### src/rtl/argmax_topk_unit.sv
// ---------------------------------------------------------------------------
// argmax_topk_unit
//
// Sequential top-2 classifier head. A NUM_CLASSES x DATA_W score vector is
// captured in one handshake and scanned one element per cycle. The unit
// reports the best and runner-up class, their scores, the winning margin and
// a low-confidence flag against a threshold captured with the vector.
//
// Ports
//   clk           in   rising-edge clock
//   rst           in   synchronous reset, active high
//   in_valid      in   score vector present on scores
//   in_ready      out  unit can accept a vector (only while idle)
//   scores        in   class k at [k*DATA_W +: DATA_W]
//   conf_thresh   in   margin threshold, captured together with scores
//   out_valid     out  result registers valid
//   out_ready     in   consumer accepts the result
//   best_idx      out  index of the maximum score
//   best_score    out  maximum score
//   second_idx    out  index of the runner-up
//   second_score  out  runner-up score
//   margin        out  best_score - second_score, DATA_W+1 bits, never negative
//   low_conf      out  margin < conf_thresh (unsigned)
//   result_count  out  number of completed output handshakes, wraps at 16 bits
// ---------------------------------------------------------------------------
module argmax_topk_unit #(
    parameter int NUM_CLASSES = 10,
    parameter int DATA_W      = 16,
    parameter int IDX_W       = 4,
    parameter int SIGNED_MODE = 0,
    parameter int TIE_LOWEST  = 0
) (
    input  logic                          clk,
    input  logic                          rst,
    input  logic                          in_valid,
    output logic                          in_ready,
    input  logic [NUM_CLASSES*DATA_W-1:0] scores,
    input  logic [DATA_W:0]               conf_thresh,
    output logic                          out_valid,
    input  logic                          out_ready,
    output logic [IDX_W-1:0]              best_idx,
    output logic [DATA_W-1:0]             best_score,
    output logic [IDX_W-1:0]              second_idx,
    output logic [DATA_W-1:0]             second_score,
    output logic [DATA_W:0]               margin,
    output logic                          low_conf,
    output logic [15:0]                   result_count
);

    typedef enum logic [1:0] {
        ST_IDLE = 2'd0,
        ST_SCAN = 2'd1,
        ST_DONE = 2'd2
    } state_t;

    localparam logic [IDX_W-1:0] LAST_PTR = IDX_W'(NUM_CLASSES - 1);

    // Widen a score to DATA_W+1 bits so that one signed compare/subtract
    // serves both the unsigned and the two's complement interpretation.
    function automatic logic [DATA_W:0] ext_score(input logic [DATA_W-1:0] v);
        if (SIGNED_MODE != 0) begin
            return {v[DATA_W-1], v};
        end else begin
            return {1'b0, v};
        end
    endfunction

    // True when candidate a displaces incumbent b under the tie rule.
    // A later element wins ties with >=, an earlier one keeps them with >.
    function automatic logic beats(input logic [DATA_W-1:0] a,
                                   input logic [DATA_W-1:0] b);
        logic signed [DATA_W:0] ea;
        logic signed [DATA_W:0] eb;
        ea = $signed(ext_score(a));
        eb = $signed(ext_score(b));
        if (TIE_LOWEST != 0) begin
            return ea > eb;
        end else begin
            return ea >= eb;
        end
    endfunction

    // FSM and datapath state
    state_t                          state_q, state_d;
    logic [IDX_W-1:0]                ptr_q, ptr_d;
    logic [NUM_CLASSES*DATA_W-1:0]   vec_q, vec_d;
    logic [DATA_W:0]                 thr_q, thr_d;
    logic [IDX_W-1:0]                run_best_idx_q, run_best_idx_d;
    logic [DATA_W-1:0]               run_best_score_q, run_best_score_d;
    logic [IDX_W-1:0]                run_sec_idx_q, run_sec_idx_d;
    logic [DATA_W-1:0]               run_sec_score_q, run_sec_score_d;
    logic                            sec_vld_q, sec_vld_d;

    // Output registers
    logic                            in_ready_q, in_ready_d;
    logic                            out_valid_q, out_valid_d;
    logic [IDX_W-1:0]                best_idx_q, best_idx_d;
    logic [DATA_W-1:0]               best_score_q, best_score_d;
    logic [IDX_W-1:0]                second_idx_q, second_idx_d;
    logic [DATA_W-1:0]               second_score_q, second_score_d;
    logic [DATA_W:0]                 margin_q, margin_d;
    logic                            low_conf_q, low_conf_d;
    logic [15:0]                     result_count_q, result_count_d;

    logic [DATA_W-1:0]               elem_s;
    logic [DATA_W:0]                 margin_s;

    // State, datapath and output registers with synchronous reset
    always_ff @(posedge clk) begin
        if (rst) begin
            state_q          <= ST_IDLE;
            ptr_q            <= {IDX_W{1'b0}};
            vec_q            <= '0;
            thr_q            <= '0;
            run_best_idx_q   <= {IDX_W{1'b0}};
            run_best_score_q <= {DATA_W{1'b0}};
            run_sec_idx_q    <= {IDX_W{1'b0}};
            run_sec_score_q  <= {DATA_W{1'b0}};
            sec_vld_q        <= 1'b0;
            in_ready_q       <= 1'b1;
            out_valid_q      <= 1'b0;
            best_idx_q       <= {IDX_W{1'b0}};
            best_score_q     <= {DATA_W{1'b0}};
            second_idx_q     <= {IDX_W{1'b0}};
            second_score_q   <= {DATA_W{1'b0}};
            margin_q         <= '0;
            low_conf_q       <= 1'b0;
            result_count_q   <= 16'd0;
        end else begin
            state_q          <= state_d;
            ptr_q            <= ptr_d;
            vec_q            <= vec_d;
            thr_q            <= thr_d;
            run_best_idx_q   <= run_best_idx_d;
            run_best_score_q <= run_best_score_d;
            run_sec_idx_q    <= run_sec_idx_d;
            run_sec_score_q  <= run_sec_score_d;
            sec_vld_q        <= sec_vld_d;
            in_ready_q       <= in_ready_d;
            out_valid_q      <= out_valid_d;
            best_idx_q       <= best_idx_d;
            best_score_q     <= best_score_d;
            second_idx_q     <= second_idx_d;
            second_score_q   <= second_score_d;
            margin_q         <= margin_d;
            low_conf_q       <= low_conf_d;
            result_count_q   <= result_count_d;
        end
    end

    // Next-state logic
    always_comb begin
        state_d = state_q;
        case (state_q)
            ST_IDLE: begin
                if (in_valid && in_ready_q) begin
                    state_d = ST_SCAN;
                end else begin
                    state_d = ST_IDLE;
                end
            end
            ST_SCAN: begin
                if (ptr_q == LAST_PTR) begin
                    state_d = ST_DONE;
                end else begin
                    state_d = ST_SCAN;
                end
            end
            ST_DONE: begin
                if (out_valid_q && out_ready) begin
                    state_d = ST_IDLE;
                end else begin
                    state_d = ST_DONE;
                end
            end
            default: begin
                state_d = ST_IDLE;
            end
        endcase
    end

    // Capture of the vector and the one-element-per-cycle top-2 scan
    always_comb begin
        vec_d            = vec_q;
        thr_d            = thr_q;
        ptr_d            = ptr_q;
        run_best_idx_d   = run_best_idx_q;
        run_best_score_d = run_best_score_q;
        run_sec_idx_d    = run_sec_idx_q;
        run_sec_score_d  = run_sec_score_q;
        sec_vld_d        = sec_vld_q;
        elem_s           = vec_q[int'(ptr_q) * DATA_W +: DATA_W];
        case (state_q)
            ST_IDLE: begin
                if (in_valid && in_ready_q) begin
                    vec_d = scores;
                    thr_d = conf_thresh;
                    ptr_d = {IDX_W{1'b0}};
                end else begin
                    ptr_d = ptr_q;
                end
            end
            ST_SCAN: begin
                ptr_d = ptr_q + IDX_W'(1);
                if (ptr_q == {IDX_W{1'b0}}) begin
                    // First element seeds best; second is still empty.
                    run_best_idx_d   = {IDX_W{1'b0}};
                    run_best_score_d = elem_s;
                    sec_vld_d        = 1'b0;
                end else if (beats(elem_s, run_best_score_q)) begin
                    // Old best drops to runner-up.
                    run_sec_idx_d    = run_best_idx_q;
                    run_sec_score_d  = run_best_score_q;
                    sec_vld_d        = 1'b1;
                    run_best_idx_d   = ptr_q;
                    run_best_score_d = elem_s;
                end else if (!sec_vld_q || beats(elem_s, run_sec_score_q)) begin
                    run_sec_idx_d    = ptr_q;
                    run_sec_score_d  = elem_s;
                    sec_vld_d        = 1'b1;
                end else begin
                    sec_vld_d        = sec_vld_q;
                end
            end
            default: begin
                ptr_d = ptr_q;
            end
        endcase
    end

    // Margin of the finished scan; best never ranks below second, so the
    // DATA_W+1-bit difference is never negative.
    always_comb begin
        margin_s = ext_score(run_best_score_q) - ext_score(run_sec_score_q);
    end

    // Output register updates: result load on the first DONE cycle, release
    // on the output handshake, ready only while idle.
    always_comb begin
        in_ready_d     = (state_d == ST_IDLE);
        out_valid_d    = out_valid_q;
        best_idx_d     = best_idx_q;
        best_score_d   = best_score_q;
        second_idx_d   = second_idx_q;
        second_score_d = second_score_q;
        margin_d       = margin_q;
        low_conf_d     = low_conf_q;
        result_count_d = result_count_q;
        case (state_q)
            ST_DONE: begin
                if (!out_valid_q) begin
                    out_valid_d    = 1'b1;
                    best_idx_d     = run_best_idx_q;
                    best_score_d   = run_best_score_q;
                    second_idx_d   = run_sec_idx_q;
                    second_score_d = run_sec_score_q;
                    margin_d       = margin_s;
                    low_conf_d     = (margin_s < thr_q);
                end else if (out_ready) begin
                    out_valid_d    = 1'b0;
                    result_count_d = result_count_q + 16'd1;
                end else begin
                    out_valid_d    = 1'b1;
                end
            end
            default: begin
                out_valid_d = out_valid_q;
            end
        endcase
    end

    assign in_ready     = in_ready_q;
    assign out_valid    = out_valid_q;
    assign best_idx     = best_idx_q;
    assign best_score   = best_score_q;
    assign second_idx   = second_idx_q;
    assign second_score = second_score_q;
    assign margin       = margin_q;
    assign low_conf     = low_conf_q;
    assign result_count = result_count_q;

endmodule

### config.mk
export PLATFORM = sky130hd
export DESIGN_NAME = argmax_topk_unit
export DESIGN_NICKNAME = d
export VERILOG_FILES = /design/src/rtl/argmax_topk_unit.sv
export SDC_FILE = /design/constraint.sdc
export NUM_CORES = 1
export LEC_CHECK = 0
export CORE_MARGIN = 2
export CORE_UTILIZATION = 50
export CTS_BUF_LIST = sky130_fd_sc_hd__clkbuf_16
export DETAILED_ROUTE_END_ITERATION = 12
export GPL_TIMING_DRIVEN = 1
export PLACE_DENSITY = 0.88
export SKIP_LAST_GASP = 1
export SYNTH_ARGS = -nofsm -noshare
export SYNTH_HDL_FRONTEND = slang
export SYNTH_SLANG_ARGS = --single-unit
### constraint.sdc
create_clock -name clk -period 11.6 [get_ports clk]
set_clock_uncertainty 0.2 [all_clocks]
set_input_delay 3.48 -clock clk [delete_from_list [all_inputs] [get_ports clk]]
set_output_delay 3.48 -clock clk [all_outputs]
set_load 0.02 [all_outputs]
# ---- Yosys cells after proc, flatten, opt, wreduce, memory -nomap -nowiden
# Index checks and enable logic that the tools add are counted.
dict set report classes {
  bitwise 2
  multipliers 0
  div 0
  reduce_logical 18
  n_addsub 3
  mux 34
  eq_ne 4
  n_lt_le_gt_ge 3
  n_shift 1
}
# cell n
set op_table {}
lappend op_table {{$mux 17} 10}
lappend op_table {{$shiftx 160x9->16} 1}
lappend op_table {{$mux 16} 4}
lappend op_table {{$ge 17x17->1} 2}
lappend op_table {{$mux 4} 5}
lappend op_table {{$lt 17x17->1} 1}
lappend op_table {{$sub 16x16->17} 1}
lappend op_table {{$add 16x1->16 const B} 1}
lappend op_table {{$mux 1} 11}
lappend op_table {{$reduce_and 2->1} 5}
lappend op_table {{$pmux 4 s2} 1}
lappend op_table {{$pmux 2 s3} 1}
lappend op_table {{$reduce_and 3->1} 2}
lappend op_table {{$reduce_bool 2->1} 3}
lappend op_table {{$add 4x1->4 const B} 1}
lappend op_table {{$eq 4x4->1 const B} 1}
lappend op_table {{$logic_not 2->1} 2}
lappend op_table {{$logic_not 4->1} 1}
lappend op_table {{$mux 2} 2}
lappend op_table {{$reduce_bool 3->1} 1}
lappend op_table {{$eq 2x1->1 const B} 1}
lappend op_table {{$eq 2x2->1 const B} 1}
lappend op_table {{$logic_and 1x1->1} 2}
lappend op_table {{$ne 2x2->1 const B} 1}
lappend op_table {{other kinds (3)} 4}
dict set report totals {
  output_inout_bits 76
  mem_bits_rw 0
  mem_bits_ro 0
  memories 0
  latch_bits 0
  elab_cells 83
  reg_bits 300
}

# ---- Logic depth before layout (Yosys ltp)
# Gate-level depths: netlist of the first run.
dict set report logic_depth {
  word_depth 17
  ltp_mapped 17
}

# ---- Worst setup path before layout of the first run
# No wires, ideal clock.
dict set report synth_timing {
  path_kind {input to register}
  startpoint {in out_ready}
  endpoint {reg result_count_q[13] (netlist: result_count[13])}
  cell_stages 8
  required_ns 11.272
  path_buffers 1
  setup_slack_ns 6.639
  arrival_ns 4.634
  setup_time_ns 0.128
  cell_sequence {and4b_1 > buf_2 > nand4_1 > nor2_1 > and3_1 > nand3_1 > xor2_1 > nor2_1}
}
dict set report synth_via {
  elab_chain_len 1
}
# element line_no
set synth_rtl {}
lappend synth_rtl {{start: declaration} 40} ;# input logic out_ready,
lappend synth_rtl {{$reduce_and 3->1 (no line)} --}
lappend synth_rtl {{end signal: assignment} 147} ;# result_count_q <= result_count_d;
lappend synth_rtl {{end: declaration} 103} ;# logic [15:0] result_count_q, result_count_d;
# Every way passes these cells.
# A chain may end at the register's enable or synchronous reset.

==> results_tabular.tex, run 1 <==
\begin{tabular}{lr}
\hline
Metric & Value \\
\hline
\multicolumn{2}{l}{\textbf{Global route}} \\
Global route overflow & 0 \\
Antenna violations before repair & 3 \\
Global-route wire length before repair & 62500 µm \\
Via count of the first global-routing pass & 12200 \\
GR Util All Layers & 27.1\% \\
Pin count of the biggest net entering global routing & 121 \\
\multicolumn{2}{l}{\textbf{Logic synthesis}} \\
Nets in the synthesized netlist & 1915 \\
Fraction of the yosys area taken by sequential cells & 43.7\% \\
Synth area leader & sky130\_fd\_sc\_hd\_\_dfxtp\_1 \\
Number of enable flip-flop cells after synthesis & 0 \\
Yosys warning total & 0 \\
Area fraction of the dominant cell type after synthesis & 43.7\% \\
Number of distinct library cells after synthesis & 57 \\
Count of mapped cells out of synthesis & 1665 \\
Syn\_area\_per\_cell & 8.26 µm² \\
Most used DFF post-synth & sky130\_fd\_sc\_hd\_\_dfxtp\_1 \\
Post-synth design cell area & 0.0137 mm² \\
Post-synth ARST share & 0\% \\
FF+latch count, synth & 300 \\
Top post-synthesis cells by area & sky130\_fd\_sc\_hd\_\_dfxtp\_1, sky130\_fd\_sc\_hd\_\_nand2\_1, sky130\_fd\_sc\_hd\_\_a21oi\_1 \\
\multicolumn{2}{l}{\textbf{CTS}} \\
Number of buffers created by CTS & 31 \\
CTS tree & built \\
CTS H-Tree Depth & 1 \\
Clk sinks & 300 \\
Total of cells resized after clock tree synthesis & 0 \\
Clock insertion delay at the later pin of the skew report & 580 ps \\
Clock slew seen by the registers of the worst setup and hold paths & 60 ps \\
Hold-fix buffers at CTS & 0 \\
Clock root buffer master & sky130\_fd\_sc\_hd\_\_clkbuf\_16 \\
Clock Tree Buf Depth & 3 \\
Total setup buffers inserted after CTS & 0 \\
\multicolumn{2}{l}{\textbf{Power and ir drop}} \\
Cell internal pwr & 2.12 mW \\
Share of total power consumed by net switching & 28.0\% \\
Power per standard cell area & 167 mW/mm² \\
Part of the total power dissipated in the clock network & 41.4\% \\
Maximum vdd drop & 0.104 mV \\
Part of the power in combinational logic & 20.1\% \\
Flop pwr share & 38.4\% \\
Net switching power & 0.823 mW \\
Static Leak & 6.42 nW \\
Overall power after layout & 2.94 mW \\
\multicolumn{2}{l}{\textbf{STA}} \\
Final Hold Fails & 0 \\
Post-Route Hold Slack & 251 ps \\
Time the worst path needs with I/O delays and setup & 6020 ps \\
Count of final setup violators & 0 \\
Max-slew violation count & 0 \\
Worst path setup slack after routing & 5580 ps \\
Unrepaired setup endpoints after global routing & false \\
Final-layout setup total negative slack & 0 ps \\
Remaining max-slew budget at the tightest pin & 23.7\% \\
Worst-Margin Slew & 1140 ps \\
Max Fclk & 166 MHz \\
Crit share post-route & 51.9\% \\
\multicolumn{2}{l}{\textbf{Placed design}} \\
Final RePlAce weighted congestion & 0.919 \\
Count of input and output buffers & 256 \\
Post-place setup slack & 5110 ps \\
Total half-perimeter wirelength after legalization and detailed placement & 27900 µm \\
\multicolumn{2}{l}{\textbf{Layout}} \\
Share of final-layout standard cells stronger than drive strength 1 & 6.09\% \\
Top library cells by usage in the layout, fill and taps aside & sky130\_fd\_sc\_hd\_\_nand2\_1, sky130\_fd\_sc\_hd\_\_dfxtp\_1, sky130\_fd\_sc\_hd\_\_a21oi\_1, sky130\_fd\_sc\_hd\_\_clkdlybuf4s50\_1, sky130\_fd\_sc\_hd\_\_ha\_1 \\
Most common cell after layout, fill and taps aside & sky130\_fd\_sc\_hd\_\_nand2\_1 \\
Area overhead of the layout relative to synthesis & 28.3\% \\
Fin nets & 2097 \\
Post-route core utilization & 65.4\% \\
\multicolumn{2}{l}{\textbf{Outcome}} \\
Status & complete, no violations \\
\multicolumn{2}{l}{\textbf{Detailed routing}} \\
Initial DRT Pass Iterations & 5 \\
Detailed-route wire length per cell & 18.1 µm \\
Number of DRC violations after detailed-routing iteration 0 & 1132 \\
Number of nets with antenna violations after detailed routing & 0 \\
Total routed wirelength & 40000 µm \\
Vias after detailed routing & 12800 \\
Vias per Instance & 5.75 \\
Number of remaining DRC errors & 0 \\
\multicolumn{2}{l}{\textbf{Worst setup path}} \\
Data required time at the worst endpoint & 11860 ps \\
Kind of end point of the critical path & register \\
Cell count of the worst reg-to-reg path & 13 \\
Kind of critical path & in2reg \\
Nature of the critical path startpoint & primary input \\
Maximum net fanout on the critical path & 120 \\
Critical path arrival & 6280 ps \\
\multicolumn{2}{l}{\textbf{Floorplan}} \\
I/O pin total & 257 \\
Die Wd & 170 µm \\
DIE HEIGHT & 170 µm \\
Core region area & 0.0270 mm² \\
Number of rows in the core area & 60 \\
Die Footprint & 0.0288 mm² \\
Starting Density & 51.0\% \\
\multicolumn{2}{l}{\textbf{Flow run}} \\
Max-cap violations & 0 \\
\multicolumn{2}{l}{\textbf{Min path}} \\
Type of the tightest min-delay check & reg2reg \\
Number of instances on the worst hold path & 2 \\
\hline
\end{tabular}
[power groups by stage]
stage	clock, mW	sequential [mW]	combinational (mW)
6_report	1.22	1.13	0.591
5_1_grt	1.26	1.14	0.652
4_1_cts	1.22	1.13	0.582
3_5_place_dp	0	1.15	0.573
3_3_place_gp	0	1.15	0.551
2_1_floorplan	0	1.13	0.405
[worst max-delay path, cell delays in order]
cell and delay [ps]:
sky130_fd_sc_hd__clkbuf_8 520, sky130_fd_sc_hd__buf_4 870, sky130_fd_sc_hd__buf_4 840, sky130_fd_sc_hd__or4_1 230
sky130_fd_sc_hd__nand3_1 70
[layer usage]
layer / global-route usage [%] / share of wire, %
met1: 33.8 / 40
met2: 46.9 / 49
met3: 3.44 / 6.4
met4: 12.2 / 4.8
met5: 0 / 0
[through the flow]
stage / instance area (µm²) / instances
after floorplan: 13700 / 1665
after global placement: 16400 / 2155
after detailed placement: 16400 / 2155
after CTS: 17600 / 2213
after global routing: 17600 / 2216
final: 17600 / 2216
[cell families after synthesis]
kind of cell | Yosys count | share of synthesized area [%]
buf+inv | 175 | 5.12
fa+ha+maj | 69 | 6.33
flops | 300 | 43.7
mux | 53 | 6.77
simple gates | 637 | 18.8
compound gates | 403 | 17.5
xor+xnor | 28 | 1.78
[cell type report]
type,instances,area [µm²]
fillers,2096,9320
multi-input cells,1190,7070
flip-flops and latches,300,6010
repair buffers,267,2650
clock buffers,31,776
clock inverters,27,479
well taps,341,427
inverters,57,214
diodes,3,7.51
[final timing paths]
check,startpoint,to,slack (ps)
setup / recovery,rst,margin[11]$_SDFFE_PP0P_,5580
hold / removal,vec_q[116]$_SDFFE_PP0P_,vec_q[116]$_SDFFE_PP0P_,250
setup reg to reg,ptr_q[0]$_SDFFE_PP0P_,run_best_score_q[11]$_SDFFE_PP0P_,6530
hold reg to reg,vec_q[116]$_SDFFE_PP0P_,vec_q[116]$_SDFFE_PP0P_,250
[state kept, by name, summed over array words and instances (netlist names)]
register          flops
best_idx              4
best_score           16
in_ready              1
low_conf              1
margin               17
out_valid             1
ptr_q                 4
result_count         16
run_best_idx_q        4
run_best_score_q     16
run_sec_idx_q         4
run_sec_score_q      16
sec_vld_q             1
second_idx            4
second_score         16
state_q               2
thr_q                17
vec_q               160
[Yosys cell counts, types with 2 or more instances]
master                      number
sky130_fd_sc_hd__nand2_1       489
sky130_fd_sc_hd__dfxtp_1       300
sky130_fd_sc_hd__a21oi_1       255
sky130_fd_sc_hd__clkbuf_1       88
sky130_fd_sc_hd__ha_1           68
sky130_fd_sc_hd__nor2_1         67
sky130_fd_sc_hd__inv_1          57
sky130_fd_sc_hd__mux4_2         32
sky130_fd_sc_hd__o21ai_0        29
sky130_fd_sc_hd__a211oi_1       26
sky130_fd_sc_hd__nand3_1        22
sky130_fd_sc_hd__mux2i_1        21
sky130_fd_sc_hd__a22oi_1        18
sky130_fd_sc_hd__o2111ai_1      16
sky130_fd_sc_hd__buf_1          15
sky130_fd_sc_hd__xnor2_1        15
sky130_fd_sc_hd__a21o_1         13
sky130_fd_sc_hd__xor2_1         13
sky130_fd_sc_hd__nand4_1        10
sky130_fd_sc_hd__o31ai_2        10
sky130_fd_sc_hd__nor2b_1         9
sky130_fd_sc_hd__o21a_1          9
sky130_fd_sc_hd__and3_1          8
sky130_fd_sc_hd__buf_2           8
sky130_fd_sc_hd__o31ai_1         6
sky130_fd_sc_hd__nand2b_1        5
sky130_fd_sc_hd__nor3_1          5
sky130_fd_sc_hd__and4_1          4
sky130_fd_sc_hd__buf_4           4
sky130_fd_sc_hd__and2_1          3
sky130_fd_sc_hd__buf_6           3
sky130_fd_sc_hd__or3_1           3
sky130_fd_sc_hd__or4_1           3
sky130_fd_sc_hd__a2111oi_0       2
sky130_fd_sc_hd__a221oi_1        2
sky130_fd_sc_hd__a41oi_1         2
sky130_fd_sc_hd__nor4_1          2
sky130_fd_sc_hd__nor4b_1         2
sky130_fd_sc_hd__o211ai_1        2
sky130_fd_sc_hd__o21ai_1         2
No activity file was read; power rests on OpenSTA's default activity.
==> run 2, diff against run 1 <==
==> constraint.sdc (replaced) <==
create_clock -name clk -period 6 [get_ports clk]
set_clock_uncertainty 0.2 [all_clocks]
set_input_delay 1.8 -clock clk [delete_from_list [all_inputs] [get_ports clk]]
set_output_delay 1.8 -clock clk [all_outputs]
set_load 0.02 [all_outputs]
==> run 2 against run 1 <==
Effect of this change:
- die area did not move
- power increased by 79%
- wire length up 3.3%
- sequential cell count did not move
- hold slack improved by 2.4 ps
- critical endpoint is now run_sec_score_q[10]$_SDFFE_PP0P_
==> results_tabular.tex, run 2 (synthesized netlist as in run 1, its figures left out) <==
\begin{tabular}{lr}
\hline
Metric & Value \\
\hline
\multicolumn{2}{l}{\textbf{Outcome}} \\
Status & complete, no violations (unchanged) \\
\multicolumn{2}{l}{\textbf{STA}} \\
Time the worst path needs with I/O delays and setup & 4910 ps \\
Unrepaired setup endpoints after global routing & false (unchanged) \\
Crit share post-route & 81.8\% \\
Final-layout setup total negative slack & 0 ps (unchanged) \\
Max Fclk & 204 MHz \\
Max-slew violation count & 0 (unchanged) \\
Count of final setup violators & 0 (unchanged) \\
Remaining max-slew budget at the tightest pin & 25.2\% (was 23.7\%) \\
Worst-Margin Slew & 1120 ps (was 1140 ps) \\
Final Hold Fails & 0 (unchanged) \\
\multicolumn{2}{l}{\textbf{Worst setup path}} \\
Nature of the critical path startpoint & register (was primary input) \\
Cell count of the worst reg-to-reg path & 11 (was 13) \\
Critical path arrival & 5170 ps (was 6280 ps) \\
Maximum net fanout on the critical path & 40 (was 120) \\
Kind of critical path & reg2reg (was in2reg) \\
Data required time at the worst endpoint & 6260 ps (was 11860 ps) \\
Kind of end point of the critical path & register (unchanged) \\
\multicolumn{2}{l}{\textbf{Layout}} \\
Fillers & 2096 (unchanged) \\
Share of final-layout standard cells stronger than drive strength 1 & 6.09\% (unchanged) \\
Fin nets & 2099 (was 2097) \\
Most flops, register & vec\_q (unchanged) \\
Top library cells by usage in the layout, fill and taps aside & sky130\_fd\_sc\_hd\_\_nand2\_1, sky130\_fd\_sc\_hd\_\_dfxtp\_1, sky130\_fd\_sc\_hd\_\_a21oi\_1, sky130\_fd\_sc\_hd\_\_clkdlybuf4s50\_1, sky130\_fd\_sc\_hd\_\_ha\_1 (unchanged) \\
Area overhead of the layout relative to synthesis & 26.8\% (was 28.3\%) \\
N\_diodes & 0 (was 3) \\
Largest register FFs & 160 (unchanged) \\
Most common cell after layout, fill and taps aside & sky130\_fd\_sc\_hd\_\_nand2\_1 (unchanged) \\
\multicolumn{2}{l}{\textbf{Floorplan}} \\
DIE HEIGHT & 170 µm (unchanged) \\
Starting Density & 51.0\% (unchanged) \\
Die Wd & 170 µm (unchanged) \\
I/O pin total & 257 (unchanged) \\
Number of rows in the core area & 60 (unchanged) \\
Die Footprint & 0.0288 mm² (unchanged) \\
Core region area & 0.0270 mm² (unchanged) \\
\multicolumn{2}{l}{\textbf{Detailed routing}} \\
Vias per Instance & 5.84 (was 5.75) \\
Number of DRC violations after detailed-routing iteration 0 & 1342 (was 1132) \\
Initial DRT Pass Iterations & 5 (unchanged) \\
Vias after detailed routing & 12900 (was 12800) \\
Total routed wirelength & 41300 µm (was 40000 µm) \\
Number of nets with antenna violations after detailed routing & 0 (unchanged) \\
Number of remaining DRC errors & 0 (unchanged) \\
Detailed-route wire length per cell & 18.7 µm (was 18.1 µm) \\
\multicolumn{2}{l}{\textbf{Global route}} \\
Global-route wire length before repair & 64800 µm (was 62500 µm) \\
Global route overflow & 0 (unchanged) \\
GR Util All Layers & 28.1\% (was 27.1\%) \\
Antenna violations before repair & 0 (was 3) \\
Pin count of the biggest net entering global routing & 116 (was 121) \\
Via count of the first global-routing pass & 12500 (was 12200) \\
\multicolumn{2}{l}{\textbf{CTS}} \\
Total of cells resized after clock tree synthesis & 0 (unchanged) \\
Total setup buffers inserted after CTS & 0 (unchanged) \\
Number of buffers created by CTS & 30 (was 31) \\
Hold-fix buffers at CTS & 0 (unchanged) \\
Clock insertion delay at the later pin of the skew report & 560 ps (was 580 ps) \\
Clock root buffer master & sky130\_fd\_sc\_hd\_\_clkbuf\_16 (unchanged) \\
Clk sinks & 300 (unchanged) \\
Clock Tree Buf Depth & 3 (unchanged) \\
CTS H-Tree Depth & 1 (unchanged) \\
CTS tree & built (unchanged) \\
Clock slew seen by the registers of the worst setup and hold paths & 60 ps (about the same) \\
\multicolumn{2}{l}{\textbf{Power and ir drop}} \\
Power per standard cell area & 302 mW/mm² (was 167 mW/mm²) \\
Overall power after layout & 5.27 mW (was 2.94 mW) \\
Maximum vdd drop & 0.254 mV (was 0.104 mV) \\
Static Leak & 6.34 nW (was 6.42 nW) \\
\multicolumn{2}{l}{\textbf{Min path}} \\
Type of the tightest min-delay check & reg2reg (unchanged) \\
Number of instances on the worst hold path & 2 (unchanged) \\
\multicolumn{2}{l}{\textbf{Placed design}} \\
Final RePlAce weighted congestion & 0.903 (was 0.919) \\
Total half-perimeter wirelength after legalization and detailed placement & 29800 µm (was 27900 µm) \\
Count of input and output buffers & 256 (unchanged) \\
\multicolumn{2}{l}{\textbf{Flow run}} \\
Max-cap violations & 0 (unchanged) \\
\hline
\end{tabular}
-- run 2: cell types whose count changed in the layout (fill, tap and decap cells not counted), sizes merged --
cell	previous run	this run
clkbuf	32	31
inv	62	61
clkinvlp	1	0
buf	11	14
diode	3	0
bufinv	13	5
clkinv	8	16
-- run 2: per-stage QoR --
stage | hold slack [ps] | setup slack (ps) | cell area [µm²] | util (%) | std cells
floorplan | 232 | 2380 | 13700 | - | 1665
global placement | 240 | 1330 | 16400 | 60.9 | 2158
detailed placement | 245 | 1240 | 16400 | 60.9 | 2158
CTS | 254 | 1170 | 17400 | 64.7 | 2213
global route | 273 | 787 | 17400 | 64.7 | 2213
finish | 254 | 1090 | 17400 | 64.7 | 2213
-- run 2: layer usage --
layer | vias to the layer above | global-route usage [%] | part of all wire (%)
met3 | 112 | 3.88 | 7.5
li1 | 6070 | - | -
met1 | 6091 | 35.8 | 40
met4 | 0 | 12.1 | 4.5
met2 | 644 | 48.0 | 48
met5 | - | 0 | 0
-- run 2: worst paths after layout --
check	startpoint	endpoint	slack, ps
worst max-delay path	ptr_q[0]$_SDFFE_PP0P_	run_sec_score_q[10]$_SDFFE_PP0P_	1090
worst max register to register	ptr_q[0]$_SDFFE_PP0P_	run_sec_score_q[10]$_SDFFE_PP0P_	1090
worst min register to register	margin[16]$_SDFFE_PP0P_	margin[16]$_SDFFE_PP0P_	250
worst min-delay path	margin[16]$_SDFFE_PP0P_	margin[16]$_SDFFE_PP0P_	250
-- run 2: critical path, cell delays in order (launching register included) --
cell	delay (ps)
sky130_fd_sc_hd__dfxtp_4	840
sky130_fd_sc_hd__mux4_2	600
sky130_fd_sc_hd__a22oi_1	170
sky130_fd_sc_hd__o21ai_0	360
sky130_fd_sc_hd__ha_1	480
sky130_fd_sc_hd__and3_1	170
sky130_fd_sc_hd__o221a_1	180
sky130_fd_sc_hd__a2bb2oi_2	720
sky130_fd_sc_hd__o31a_1	240
sky130_fd_sc_hd__buf_4	420
sky130_fd_sc_hd__o2111ai_1	240
sky130_fd_sc_hd__o31ai_2	130
-- run 2: cell type report --
class | count | area (µm²) | share of cell area, %
sequential | 300 | 6010 | 34.5
inverter | 57 | 214 | 1.23
multi-input combinational | 1190 | 7070 | 40.6
timing repair buffer | 270 | 2700 | 15.5
clock inverter | 25 | 265 | 1.52
clock buffer | 30 | 751 | 4.31
tap | 341 | 427 | 2.45
-- run 2: power by group --
group          total, mW  internal, mW  switching (mW)
registers           2.19          2.10          0.0908
clock network       1.93          1.13           0.802
logic               1.15         0.488           0.659
==> run 3, diff against run 2 <==
--- a/config.mk
+++ b/config.mk
@@ -6,7 +6,7 @@
 export NUM_CORES = 1
 export LEC_CHECK = 0
 export CORE_MARGIN = 2
-export CORE_UTILIZATION = 50
+export CORE_UTILIZATION = 48
 export CTS_BUF_LIST = sky130_fd_sc_hd__clkbuf_16
 export DETAILED_ROUTE_END_ITERATION = 12
 export GPL_TIMING_DRIVEN = 1
==> constraint.sdc (replaced) <==
create_clock -name clk -period 4.3 [get_ports clk]
set_clock_uncertainty 0.2 [all_clocks]
set_input_delay 1.29 -clock clk [delete_from_list [all_inputs] [get_ports clk]]
set_output_delay 1.29 -clock clk [all_outputs]
set_load 0.02 [all_outputs]
==> run 3 against run 2 <==
Effect of this change:
- via count shrank 1.9%
- sequential cell count unchanged
- combinational power grew 43%
- critical path depth rose by 1
- non-clock buffer count grew 16
- count of clock-buffer cells in the layout is the same
- die area rose by 4.1%
- power is 35% higher
- hold slack lost 1.8 ps
- largest cell class unchanged
==> results_tabular.tex, run 3 (synthesized netlist as in run 1, its figures left out) <==
\begin{tabular}{lr}
\hline
Metric & Value \\
\hline
\multicolumn{2}{l}{\textbf{Outcome}} \\
Status & complete, no violations (unchanged) \\
\multicolumn{2}{l}{\textbf{Floorplan}} \\
Core region area & 0.0280 mm² (was 0.0270 mm²) \\
Die Wd & 173 µm (was 170 µm) \\
Die Footprint & 0.0300 mm² (was 0.0288 mm²) \\
I/O pin total & 257 (unchanged) \\
DIE HEIGHT & 173 µm (was 170 µm) \\
Number of rows in the core area & 61 (was 60) \\
Starting Density & 49.1\% (was 51.0\%) \\
\multicolumn{2}{l}{\textbf{Worst setup path}} \\
Crit path max-delay cell type & sky130\_fd\_sc\_hd\_\_mux4\_2 (was sky130\_fd\_sc\_hd\_\_dfxtp\_4) \\
Largest stage delay on the critical path & 570 ps (was 840 ps) \\
Data required time at the worst endpoint & 4500 ps (was 6260 ps) \\
Cell family with most CP delay & compound AO/OA/AOI/OAI gates (unchanged) \\
Endpoint of the worst register-to-register path & run\_sec\_idx\_q[3]\$\_SDFFE\_PP0P\_ (was run\_sec\_score\_q[10]\$\_SDFFE\_PP0P\_) \\
Number of gates on the worst path with buffers counted & 12 (was 11) \\
Reg2reg start & ptr\_q[0]\$\_SDFFE\_PP0P\_ (unchanged) \\
Top cell by count, worst path & sky130\_fd\_sc\_hd\_\_buf\_4 \\
Worst setup path endpoint & run\_sec\_idx\_q[3]\$\_SDFFE\_PP0P\_ (was run\_sec\_score\_q[10]\$\_SDFFE\_PP0P\_) \\
Kind of end point of the critical path & register (unchanged) \\
FF-to-FF setup slack & 320 ps (was 1090 ps) \\
Critical path arrival & 4170 ps (was 5170 ps) \\
Maximum net fanout on the critical path & 32 (was 40) \\
Combined buffer and inverter count along the critical path & 2 (was 1) \\
Kind of critical path & reg2reg (unchanged) \\
Cell count of the worst reg-to-reg path & 12 (was 11) \\
Ordered cell list for the critical path & buf\_4 -> mux4\_2 -> a22oi\_1 -> o21ai\_0 -> ha\_1 -> nand4\_1 -> a21oi\_1 -> o41ai\_1 -> a2bb2oi\_2 -> buf\_4 -> mux2i\_1 -> a211oi\_1 (was mux4\_2 -> a22oi\_1 -> o21ai\_0 -> ha\_1 -> and3\_1 -> o221a\_1 -> a2bb2oi\_2 -> o31a\_1 -> buf\_4 -> o2111ai\_1 -> o31ai\_2) \\
Nature of the critical path startpoint & register (unchanged) \\
Timing startpoint of the critical path & ptr\_q[0]\$\_SDFFE\_PP0P\_ (unchanged) \\
\multicolumn{2}{l}{\textbf{STA}} \\
Count of final setup violators & 0 (unchanged) \\
Post-Route Hold Slack & 252 ps (was 254 ps) \\
Final Hold Fails & 0 (unchanged) \\
Time the worst path needs with I/O delays and setup & 3980 ps (was 4910 ps) \\
Worst-Margin Slew & 833 ps (was 1120 ps) \\
Final-layout setup total negative slack & 0 ps (unchanged) \\
Unrepaired setup endpoints after global routing & false (unchanged) \\
Max Fclk & 251 MHz (was 204 MHz) \\
Crit share post-route & 92.5\% (was 81.8\%) \\
Remaining max-slew budget at the tightest pin & 43.9\% (was 25.2\%) \\
Max-slew violation count & 0 (unchanged) \\
\multicolumn{2}{l}{\textbf{Global route}} \\
Global-route wire length before repair & 63400 µm (was 64800 µm) \\
Antenna violations before repair & 0 (unchanged) \\
GR Util All Layers & 26.1\% (was 28.1\%) \\
Via count of the first global-routing pass & 11900 (was 12500) \\
Pin count of the biggest net entering global routing & 174 (was 116) \\
Global route overflow & 0 (unchanged) \\
\multicolumn{2}{l}{\textbf{CTS}} \\
Hold-fix buffers at CTS & 0 (unchanged) \\
Number of buffers created by CTS & 30 (unchanged) \\
Clock insertion delay at the later pin of the skew report & 570 ps (was 560 ps) \\
CTS H-Tree Depth & 1 (unchanged) \\
CTS tree & built (unchanged) \\
Clock slew seen by the registers of the worst setup and hold paths & 60 ps (about the same) \\
Clk sinks & 300 (unchanged) \\
Clock root buffer master & sky130\_fd\_sc\_hd\_\_clkbuf\_16 (unchanged) \\
Clock Tree Buf Depth & 3 (unchanged) \\
\multicolumn{2}{l}{\textbf{Placed design}} \\
Final RePlAce weighted congestion & 0.890 (was 0.903) \\
Instance area after placement & 0.0166 mm² (was 0.0164 mm²) \\
Count of input and output buffers & 256 (unchanged) \\
Total half-perimeter wirelength after legalization and detailed placement & 30300 µm (was 29800 µm) \\
\multicolumn{2}{l}{\textbf{Power and ir drop}} \\
Power per standard cell area & 404 mW/mm² (was 302 mW/mm²) \\
Maximum vdd drop & 0.296 mV (was 0.254 mV) \\
Static Leak & 6.40 nW (was 6.34 nW) \\
Overall power after layout & 7.09 mW (was 5.27 mW) \\
\multicolumn{2}{l}{\textbf{Detailed routing}} \\
Detailed-route wire length per cell & 17.9 µm (was 18.7 µm) \\
Number of DRC violations after detailed-routing iteration 0 & 1069 (was 1342) \\
Total routed wirelength & 40600 µm (was 41300 µm) \\
Number of nets with antenna violations after detailed routing & 0 (unchanged) \\
Vias per Instance & 5.60 (was 5.84) \\
Vias after detailed routing & 12700 (was 12900) \\
Initial DRT Pass Iterations & 6 (was 5) \\
Number of remaining DRC errors & 0 (unchanged) \\
\multicolumn{2}{l}{\textbf{Layout}} \\
Post-route standard cell area excluding fillers & 0.0175 mm² (was 0.0174 mm²) \\
Share of final-layout standard cells stronger than drive strength 1 & 6.53\% (was 6.09\%) \\
Post-route core utilization & 62.6\% (was 64.7\%) \\
Top library cells by usage in the layout, fill and taps aside & sky130\_fd\_sc\_hd\_\_nand2\_1, sky130\_fd\_sc\_hd\_\_dfxtp\_1, sky130\_fd\_sc\_hd\_\_a21oi\_1, sky130\_fd\_sc\_hd\_\_clkdlybuf4s50\_1, sky130\_fd\_sc\_hd\_\_ha\_1 (unchanged) \\
Fin nets & 2115 (was 2099) \\
Largest register FFs & 160 (unchanged) \\
Fillers & 2279 (was 2096) \\
Most common cell after layout, fill and taps aside & sky130\_fd\_sc\_hd\_\_nand2\_1 (unchanged) \\
Most flops, register & vec\_q (unchanged) \\
Area overhead of the layout relative to synthesis & 27.6\% (was 26.8\%) \\
N\_diodes & 0 (unchanged) \\
\multicolumn{2}{l}{\textbf{Min path}} \\
Type of the tightest min-delay check & reg2reg (unchanged) \\
\multicolumn{2}{l}{\textbf{Flow run}} \\
Max-cap violations & 0 (unchanged) \\
\hline
\end{tabular}
[run 3: worst min path at each step]
stage	from	end	slack [ps]	cells past startpoint
floorplan	run_sec_score_q[10]$_SDFFE_PP0P_	second_score[10]$_SDFFE_PP0P_	230	2
global placement	vec_q[91]$_SDFFE_PP0P_	vec_q[91]$_SDFFE_PP0P_	240	2
detailed placement	run_sec_score_q[3]$_SDFFE_PP0P_	second_score[3]$_SDFFE_PP0P_	240	2
CTS	vec_q[115]$_SDFFE_PP0P_	vec_q[115]$_SDFFE_PP0P_	250	2
global route	vec_q[111]$_SDFFE_PP0P_	vec_q[111]$_SDFFE_PP0P_	270	2
finish	best_score[11]$_SDFFE_PP0P_	best_score[11]$_SDFFE_PP0P_	250	2
[run 3: stage by stage]
stage / worst slack (ps) / std cells
floorplan: 683 / 1665
global placement: 275 / 2210
detailed placement: 227 / 2210
CTS: 183 / 2261
global route: 7.84 / 2262
finish: 322 / 2262
[run 3: worst register-to-register path: stages, from the launching register on]
cell and delay [ps]:
sky130_fd_sc_hd__dfxtp_4 500, sky130_fd_sc_hd__buf_4 230, sky130_fd_sc_hd__mux4_2 570, sky130_fd_sc_hd__a22oi_1 150, sky130_fd_sc_hd__o21ai_0 340, sky130_fd_sc_hd__ha_1 440
sky130_fd_sc_hd__nand4_1 100, sky130_fd_sc_hd__a21oi_1 130, sky130_fd_sc_hd__o41ai_1 120, sky130_fd_sc_hd__a2bb2oi_2 220, sky130_fd_sc_hd__buf_4 380, sky130_fd_sc_hd__mux2i_1 340
sky130_fd_sc_hd__a211oi_1 120
[run 3: where the power goes]
group | switching [mW] | internal (mW)
clock network | 1.08 | 1.32
registers | 0.112 | 2.93
logic | 0.942 | 0.709
[run 3: final cells by class]
class / count / area [µm²] / share of cell area [%]
sequential: 300 / 6010 / 34.3
tap: 378 / 473 / 2.70
clock inverter: 21 / 139 / 0.792
timing repair buffer: 286 / 2880 / 16.4
multi-input combinational: 1190 / 7080 / 40.3
inverter: 57 / 214 / 1.22
clock buffer: 30 / 751 / 4.28
[run 3: layer usage]
metal	vias to the layer above	routed length (µm)	global-route usage [%]
met5	-	0	0
li1	6076	-	-
met2	537	19000	42.5
met4	0	2010	12.5
met1	5939	16800	33.9
met3	119	2830	4.14
[run 3: repair_timing]
item                                    CTS  global route
gates resized for setup                   0             7
buffers inserted                          0             1
endpoints found under the setup margin    0            37
